`src/rtl/fpga_controller.sv`:
```
// fpga_controller: edge-detected buttons drive memory navigation and a step/run FSM that pulses a systolic array.
// Ports: clk, rst (async active-high); start, stepping_enable, step, ReLU_activation, right, left,
// switch_mem_access, mem_read in; addr_FPGA, display_data, mem_sel, compute_step, busy, done out.
module fpga_controller #(
  parameter int WIDTH = 16,
  parameter int N = 4,
  parameter logic [11:0] RESULT_BASE = 12'h400
) (
  input  logic                    clk,
  input  logic                    rst,
  input  logic                    start,
  input  logic                    stepping_enable,
  input  logic                    step,
  input  logic                    ReLU_activation,
  input  logic                    right,
  input  logic                    left,
  input  logic                    switch_mem_access,
  input  logic signed [WIDTH-1:0] mem_read,
  output logic [11:0]             addr_FPGA,
  output logic signed [WIDTH-1:0] display_data,
  output logic                    mem_sel,
  output logic                    compute_step,
  output logic                    busy,
  output logic                    done
);
  localparam int CELLS = N * N;
  localparam int OW = CELLS > 1 ? $clog2(CELLS) : 1;
  localparam int STEPS = 3 * N - 2;
  localparam int CW = $clog2(STEPS + 1);
  localparam logic [OW-1:0] LAST = OW'(CELLS - 1);
  typedef enum logic [1:0] {IDLE, RUN, STEP, DONE} state_t;
  state_t state, state_nx;
  logic [4:0] btn, btn_q, ev;
  logic [OW-1:0] offset, offset_nx;
  logic [CW-1:0] cnt;
  logic launch, go_right, go_left;
  // ev bits: 4 start, 3 step, 2 right, 1 left, 0 switch
  assign btn = {start, step, right, left, switch_mem_access};
  assign ev = btn & ~btn_q;
  assign busy = state == RUN || state == STEP;
  assign done = state == DONE;
  assign launch = ev[4] & ~busy;
  assign compute_step = state == RUN || (state == STEP && ev[3]);
  assign go_right = ~busy & ev[2] & ~ev[1];
  assign go_left = ~busy & ev[1] & ~ev[2];
  assign addr_FPGA = (mem_sel ? RESULT_BASE : 12'd0) + 12'(offset);
  always_comb begin
    offset_nx = offset;
    if (go_right) offset_nx = offset == LAST ? '0 : offset + 1'b1;
    if (go_left) offset_nx = offset == '0 ? LAST : offset - 1'b1;
  end
  always_comb begin
    state_nx = state;
    if (compute_step && cnt == CW'(STEPS - 1)) state_nx = DONE;
    if (launch) state_nx = stepping_enable ? STEP : RUN;
  end
  always_ff @(posedge clk or posedge rst) begin
    if (rst) begin
      state <= IDLE;
      btn_q <= '0;
      offset <= '0;
      mem_sel <= 1'b0;
      cnt <= '0;
      display_data <= '0;
    end else begin
      state <= state_nx;
      btn_q <= btn;
      offset <= offset_nx;
      mem_sel <= mem_sel ^ (ev[0] & ~busy);
      cnt <= launch ? '0 : compute_step ? cnt + 1'b1 : cnt;
      display_data <= ReLU_activation && mem_read < 0 ? '0 : mem_read;
    end
  end
endmodule

```
`config.mk`:
```
export PLATFORM = sky130hd
export DESIGN_NAME = fpga_controller
export DESIGN_NICKNAME = d
export VERILOG_FILES = /design/src/rtl/fpga_controller.sv
export SDC_FILE = /design/constraint.sdc
export NUM_CORES = 1
export LEC_CHECK = 0
export BUFFER_PORTS_ARGS = -buffer_cell sky130_fd_sc_hd__buf_2
export CAP_MARGIN = 30
export CORE_MARGIN = 2
export CORE_UTILIZATION = 43
export DETAILED_ROUTE_END_ITERATION = 10
export PLACE_DENSITY = 0.75
export REMOVE_ABC_BUFFERS = 1
export SLEW_MARGIN = 30
export SYNTH_ARGS = -nofsm -noshare
export SYNTH_HDL_FRONTEND = slang
export SYNTH_SLANG_ARGS = --single-unit
export TNS_END_PERCENT = 30
```
`constraint.sdc`:
```
create_clock -name clk -period 1.95 [get_ports clk]
set_clock_uncertainty 0.2 [all_clocks]
set_input_delay 0 -clock clk [delete_from_list [all_inputs] [get_ports clk]]
set_output_delay 0 -clock clk [all_outputs]
set_load 0.03 [all_outputs]
```
==> metrics.log, run 1 <==
[metrics] Leakage Power: about 1.0 nW
[metrics] top achievable clock speed: around 540 MHz
[metrics] most instantiated cells after synthesis: 32 x sky130_fd_sc_hd__dfrtp_1, 15 x sky130_fd_sc_hd__and2_1, 8 x sky130_fd_sc_hd__buf_4, 8 x sky130_fd_sc_hd__inv_1, 8 x sky130_fd_sc_hd__nor2_1
[metrics] number of levels the H-tree was split into: 2
[metrics] maximum ir drop on the vdd rail: 564 uV
[metrics] FFs w/ async S/R, synth: 100%
[metrics] share of power burned in registers: 37.5%
[metrics] synthesis-to-layout area growth: 40.3%
[metrics] CTS buffer count: 5
[metrics] slew of the pin with the lowest slew margin: 0.645 ns
[metrics] WP buf/inv: 0
[metrics] final slew viol count: 0
[metrics] kind of cell adding the most delay to the critical path: simple AND/OR/NAND/NOR gates
[metrics] TritonCTS clock tree: done
[metrics] Clock power frac: 15.6%
[metrics] post-route worst setup slack: between 0.09 and 0.1 ns
[metrics] total power per unit cell area: 1230 nW/um^2
[metrics] number of global-route vias before repair: approximately 1,100
[metrics] count of nets left with antenna violations after detail routing: 0
[metrics] top post-synthesis cells by area: sky130_fd_sc_hd__dfrtp_1 56%, sky130_fd_sc_hd__and2_1 6.5%, sky130_fd_sc_hd__ha_1 6.1%, sky130_fd_sc_hd__buf_4 4.2%, sky130_fd_sc_hd__xnor2_1 2.4%
[metrics] Vias: around 1,200
[metrics] die width: between 60 and 70 um
[metrics] Required @ worst endpoint: just under 2 ns
[metrics] net switching power of the design: 0.00105 W
[metrics] total negative setup slack: 0 ns
[metrics] slew margin rel.: a little under three fifths
[metrics] nets: 242
[metrics] antenna fix cells: 0
[metrics] crit-path max cell delay: 0.43 ns
[metrics] Most used DFF post-synth: sky130_fd_sc_hd__dfrtp_1
[metrics] FP Rows: 21
[metrics] final period demand of the worst path: 1.85 ns
[metrics] Sw Ratio: 42.3%
[metrics] Clock Root Buffer: sky130_fd_sc_hd__clkbuf_4
[metrics] drt wl/cell: 12.1 um
[metrics] slowest cell on the critical path: sky130_fd_sc_hd__dfrtp_1
[metrics] most frequent cell after synthesis: sky130_fd_sc_hd__dfrtp_1
[metrics] Clock Tree Buf Depth: 2
[metrics] number of maximum-capacitance violations: 0
[metrics] Max Fanout on Critical Path: 5
[metrics] DIE HEIGHT: 61.9 um
[metrics] Syn Area/Cell: 11.1 um^2
[metrics] Setup Slack @ Placement: 0.0769 ns
[metrics] share of the synthesized area in the top cell type: 55.5%
[metrics] unrepaired setup endpoints after global routing: false
[metrics] Worst-Skew Late Latency: ~0.33 ns
[metrics] first-pass GRT wire length: 4900 um
[metrics] worst endpoint data arrival time: roughly 1.9 ns
[metrics] Worst Hold Class: input port to flop
[metrics] Cell Chain, Critical Path: ha_1 > and3b_1 > or2_1 > a41o_1 > o32a_1
[metrics] part of the total power dissipated in combinational logic: 46.8%
[metrics] mean number of vias per cell: 4.61
[metrics] result of the run: finished, final reports clean
[metrics] wire length reported by the detailed router: 3120 um
[metrics] Num Clock Sinks: 32
[metrics] initial antenna violation count: 0
[metrics] final HPWL from detailed placement: 2110 um
[metrics] placer congestion estimate: roughly 0.79
[metrics] Critical Path End Type: flop
[metrics] total iterations of the first detailed-routing run: 4
[metrics] initial DRC count: between 40 and 50
[metrics] drc violations: 0
[metrics] Core ar.: 3280 um^2
[metrics] clock-pin slew on the worst setup and hold paths: 0.09 ns
[metrics] number of synthesized flops with an enable pin: 0
[metrics] Synth cell types: 35
[metrics] final setup violating endpoints: 0
[metrics] Resized cells post-CTS: 0
[metrics] effective utilization at floorplan: 43.9%
[metrics] total overflow reported by the global router: 0
[metrics] area of the die: 3830 um^2
[metrics] Crit Path Class: flop to flop
[metrics] overall routing resource usage: 18.5%
[metrics] count of endpoints failing hold in the final timing report: 0
[metrics] dominant cell type by area after synthesis: sky130_fd_sc_hd__dfrtp_1
[metrics] IO Pins: 57
[metrics] fraction of layout cells with a size suffix above 1: 28.4%
[metrics] Netlist Area Pre-Place: 1440 um^2
[metrics] FF+latch count, synth: 32
[metrics] kind of start point of the critical path: flop
[metrics] maximum number of pins on one net before global-route repair: 18
[metrics] Cell Int Power: 0.00143 W
[metrics] worst slack on hold paths: 0.0525 ns
[metrics] count of input and output buffers: 49
[metrics] share of synthesized area occupied by flip-flops and latches: a little under three fifths
[metrics] final worst path period share: between 90% and 100%
[metrics] instance count of the mapped netlist: 130
[metrics] number of warnings printed during yosys synthesis: 0
[metrics by stage]
stage | utilization, % | instances | instance area (um^2) | total power, W
2_1_floorplan | - | 125 | 1390 | 0.00172
3_3_place_gp | 52.1 | 223 | 1710 | 0.00199
3_5_place_dp | 52.1 | 223 | 1710 | 0.00205
4_1_cts | 61.2 | 255 | 2010 | 0.00248
5_1_grt | 61.6 | 257 | 2020 | 0.00269
6_report | 61.6 | 257 | 2020 | 0.00249
[path summary, 6_finish.rpt]
kind	cells after the start	startpoint	slack, ns	end
min in group asynchronous	3	rst	0.09	btn_q[3]$_DFF_PP0_
setup reg to reg	5	state[1]$_DFFE_PP0P_	0.1	state[1]$_DFFE_PP0P_
hold / removal	3	mem_read[15]	0.05	display_data[14]$_DFF_PP0_
max in group asynchronous	4	rst	0.80	display_data[0]$_DFF_PP0_
hold reg to reg	1	mem_sel$_DFF_PP0_	0.28	mem_sel$_DFF_PP0_
setup / recovery	5	state[1]$_DFFE_PP0P_	0.1	state[1]$_DFFE_PP0P_
[tightest hold or removal path, cell delays in order]
cell and delay [ns]:
sky130_fd_sc_hd__buf_2 0.08, sky130_fd_sc_hd__nand2_1 0.22, sky130_fd_sc_hd__and2_1 0.25
[flip-flops by register name, summed over array words and instances (netlist names)]
name          cells
btn_q             5
mem_sel           1
offset            4
cnt               4
state             2
display_data     16
[cells by family after synthesis]
logic type / Yosys count / share of synthesized area [%]
XOR/XNOR: 6 / 3.64
buffers and inverters: 19 / 7.63
flip-flops: 32 / 55.5
AND/OR/NAND/NOR: 45 / 17.0
adder cells (fa/ha/maj): 7 / 6.07
other: 1 / 0.260
AO/OA/AOI/OAI: 20 / 9.89
[power by group through the flow]
stage | registers [W] | logic (W) | clock network, W
6_report | 0.000933 | 0.00116 | 0.000389
5_1_grt | 0.000956 | 0.00129 | 0.000438
4_1_cts | 0.000938 | 0.00114 | 0.000404
3_5_place_dp | 0.000950 | 0.00110 | 0
3_3_place_gp | 0.000940 | 0.00105 | 0
2_1_floorplan | 0.00109 | 0.000631 | 0
[metal layers]
| layer | vias up | wire length [um] | share of wire [%] | GRT usage (%) |
|---|---|---|---|---|
| met2 | 52 | 1590 | 51 | 31.0 |
| met4 | 0 | 66 | 2.1 | 10.0 |
| met3 | 7 | 159 | 5.1 | 5.18 |
| met5 | - | 0 | 0 | 0 |
| met1 | 551 | 1300 | 42 | 21.5 |
| li1 | 574 | - | - | - |
[cell usage in the layout, fill, tap and decap left out, drive strengths merged, types with 6 or more instances in the layout]
master,instances
buf,54
ha,7
dlygate4sd3,24
dfrtp,32
conb,7
and2,15
nor2,8
clkbuf,8
inv,8
nand2,6
[cell type report]
type / instances / area [um^2]
fillers: 268 / 1260
flip-flops and latches: 32 / 801
multi-input cells: 85 / 554
repair buffers: 78 / 523
clock buffers: 8 / 58.8
well taps: 46 / 57.6
inverters: 8 / 30.0
[repair_timing]
action,CTS,global route
setup endpoints to repair,0,3
endpoints found under the hold margin,46,0
setup buffers,0,2
hold buffers,24,0
(Power assumes the default switching activity.)
==> run 2: changes to the inputs <==
CORE_UTILIZATION = 47   (was 43)
PLACE_DENSITY = 0.78   (was 0.75)
clock period = 1.8 ns   (was 1.95 ns; I/O delays follow)
==> metrics.log, run 2 (same netlist as run 1, synthesis figures left out) <==
[metrics] area of the die: 3530 um^2
[metrics] count of input and output buffers: 49
[metrics] final cell count without fillers: 249
[metrics] TritonCTS clock tree: done
[metrics] fraction of layout cells with a size suffix above 1: about 33%
[metrics] DIE HEIGHT: 59.4 um
[metrics] max reg flops: 16
[metrics] Vias: ~1,200
[metrics] most common cell after layout, fill and taps aside: sky130_fd_sc_hd__buf_2
[metrics] IO Pins: 57
[metrics] clock-pin slew on the worst setup and hold paths: 0.10 ns
[metrics] Cell Chain, Critical Path: inv_1 > ha_2 > and3b_2 > or2_4 > buf_6 > buf_6
[metrics] post-route worst setup slack: -0.00175 ns
[metrics] placer congestion estimate: between 0.8 and 0.9
[metrics] Worst-Skew Late Latency: between 0.3 and 0.4 ns
[metrics] total overflow reported by the global router: 0
[metrics] mean number of vias per cell: 4.90
[metrics] Required @ worst endpoint: 1.60 ns
[metrics] Leakage Power: approximately 1.1 nW
[metrics] top achievable clock speed: 555 MHz
[metrics] largest register by flop count: display_data
[metrics] final slew viol count: 0
[metrics] drc violations: 0
[metrics] synthesis-to-layout area growth: 45.1%
[metrics] Critical Path End Type: output pin
[metrics] cell occurring most often along the worst timing path: sky130_fd_sc_hd__buf_6
[metrics] Setup Slack @ Placement: -0.0137 ns
[metrics] CTS buffer count: 5
[metrics] effective utilization at floorplan: roughly half
[metrics] slowest cell on the critical path: sky130_fd_sc_hd__dfrtp_1
[metrics] worst endpoint data arrival time: roughly 1.6 ns
[metrics] antenna fix cells: 0
[metrics] die width: slightly below 60 um
[metrics] Cells after DPL: between 200 and 250
[metrics] number of global-route vias before repair: approximately 1,200
[metrics] worst slack on hold paths: between 0.07 and 0.08 ns
[metrics] Crit Path Class: flop to output pin
[metrics] number of levels the H-tree was split into: 2
[metrics] largest registers: display_data x16, btn_q x5
[metrics] Worst Hold Class: input port to flop
[metrics] Num Clock Sinks: 32
[metrics] overall routing resource usage: 21.4%
[metrics] kind of start point of the critical path: flop
[metrics] Clock Tree Buf Depth: 2
[metrics] count of nets left with antenna violations after detail routing: 0
[metrics] final worst path period share: 100%
[metrics] Max Fanout on Critical Path: 4
[metrics] maximum number of pins on one net before global-route repair: 33
[metrics] violations in the final reports: setup timing
[metrics] final setup violating endpoints: 1
[metrics] crit-path max cell delay: around 0.37 ns
[metrics] count of endpoints failing hold in the final timing report: 0
[metrics] wire length reported by the detailed router: 3480 um
[metrics] FP Rows: 20
[metrics] unrepaired setup endpoints after global routing: true
[metrics] nets: 247
[metrics] Clock Root Buffer: sky130_fd_sc_hd__clkbuf_4
[metrics] total iterations of the first detailed-routing run: 4
[metrics] total negative setup slack: -0.00175 ns
[metrics] overall power of the completed layout: between 0.003 and 0.004 W
[metrics] total power per unit cell area: approximately 1400 nW/um^2
[metrics] maximum ir drop on the vdd rail: 649 uV
[metrics] first-pass GRT wire length: 5440 um
[metrics] initial antenna violation count: 0
[metrics] number of maximum-capacitance violations: 0
[metrics] final period demand of the worst path: around 1.8 ns
[metrics] final HPWL from detailed placement: 2090 um
[metrics] result of the run: finished with violations
[metrics] Core ar.: roughly 3000 um^2
[metrics] commonest non-fill, non-tap cells in the layout: 48 x sky130_fd_sc_hd__buf_2, 32 x sky130_fd_sc_hd__dfrtp_1, 24 x sky130_fd_sc_hd__dlygate4sd3_1
[metrics] drt wl/cell: 14.0 um
[metrics] initial DRC count: 31
-- run 2: timing repair --
action                                  in CTS  in global routing
buffers inserted                             5                  0
gates resized for setup                      4                  4
hold buffers                                24                  0
hold endpoints to repair                    62                  0
endpoints found under the setup margin       2                  5
pin swaps                                    2                  2
-- run 2: worst max-delay path: cells and delay by family (launching register included) --
kind / cells / cell delay [ns]
DFF: 1 / 0.37
adders and majority gates: 1 / 0.17
and+or+nand+nor: 2 / 0.44
buffers and inverters: 3 / 0.31
-- run 2: area by class of cell --
type	instances	area (um^2)
clock buffers	5	37.5
clock inverters	3	42.5
fillers	220	885
inverters	8	30.0
multi-input cells	85	571
flip-flops and latches	32	801
well taps	33	41.3
repair buffers	83	571
-- run 2: power breakdown --
part	leakage (nW)	internal, W	switching, W
clock	0.0412	0.000290	0.000249
combinational	0.649	0.000627	0.000831
sequential	0.389	0.000864	0.000153
total	1.08	0.00178	0.00123
-- run 2: through the flow --
stage	utilization, %	cell area [um^2]
3_5_place_dp	57.4	1710
6_report	70.3	2090
3_3_place_gp	57.4	1710
4_1_cts	69.8	2080
2_1_floorplan	-	1390
5_1_grt	70.3	2090
-- run 2: metal layers --
layer	GRT usage [%]	wire, um	vias to the layer above
met5	0	0	-
met4	7.14	19	0
met3	7.86	235	2
met2	36.7	1850	48
met1	24.5	1380	579
li1	-	-	590
-- run 2: path summary, 6_finish.rpt --
kind | to | slack [ns] | cells past startpoint | start
min in group asynchronous | btn_q[2]$_DFF_PP0_ | 0.08 | 4 | rst
max in group asynchronous | cnt[0]$_DFFE_PP0P_ | 1.03 | 4 | rst
max | compute_step | -0.002 | 6 | state[0]$_DFFE_PP0P_
min | display_data[4]$_DFF_PP0_ | 0.07 | 3 | mem_read[15]
max reg2reg | cnt[0]$_DFFE_PP0P_ | 0.02 | 8 | state[0]$_DFFE_PP0P_
min reg2reg | mem_sel$_DFF_PP0_ | 0.32 | 1 | mem_sel$_DFF_PP0_
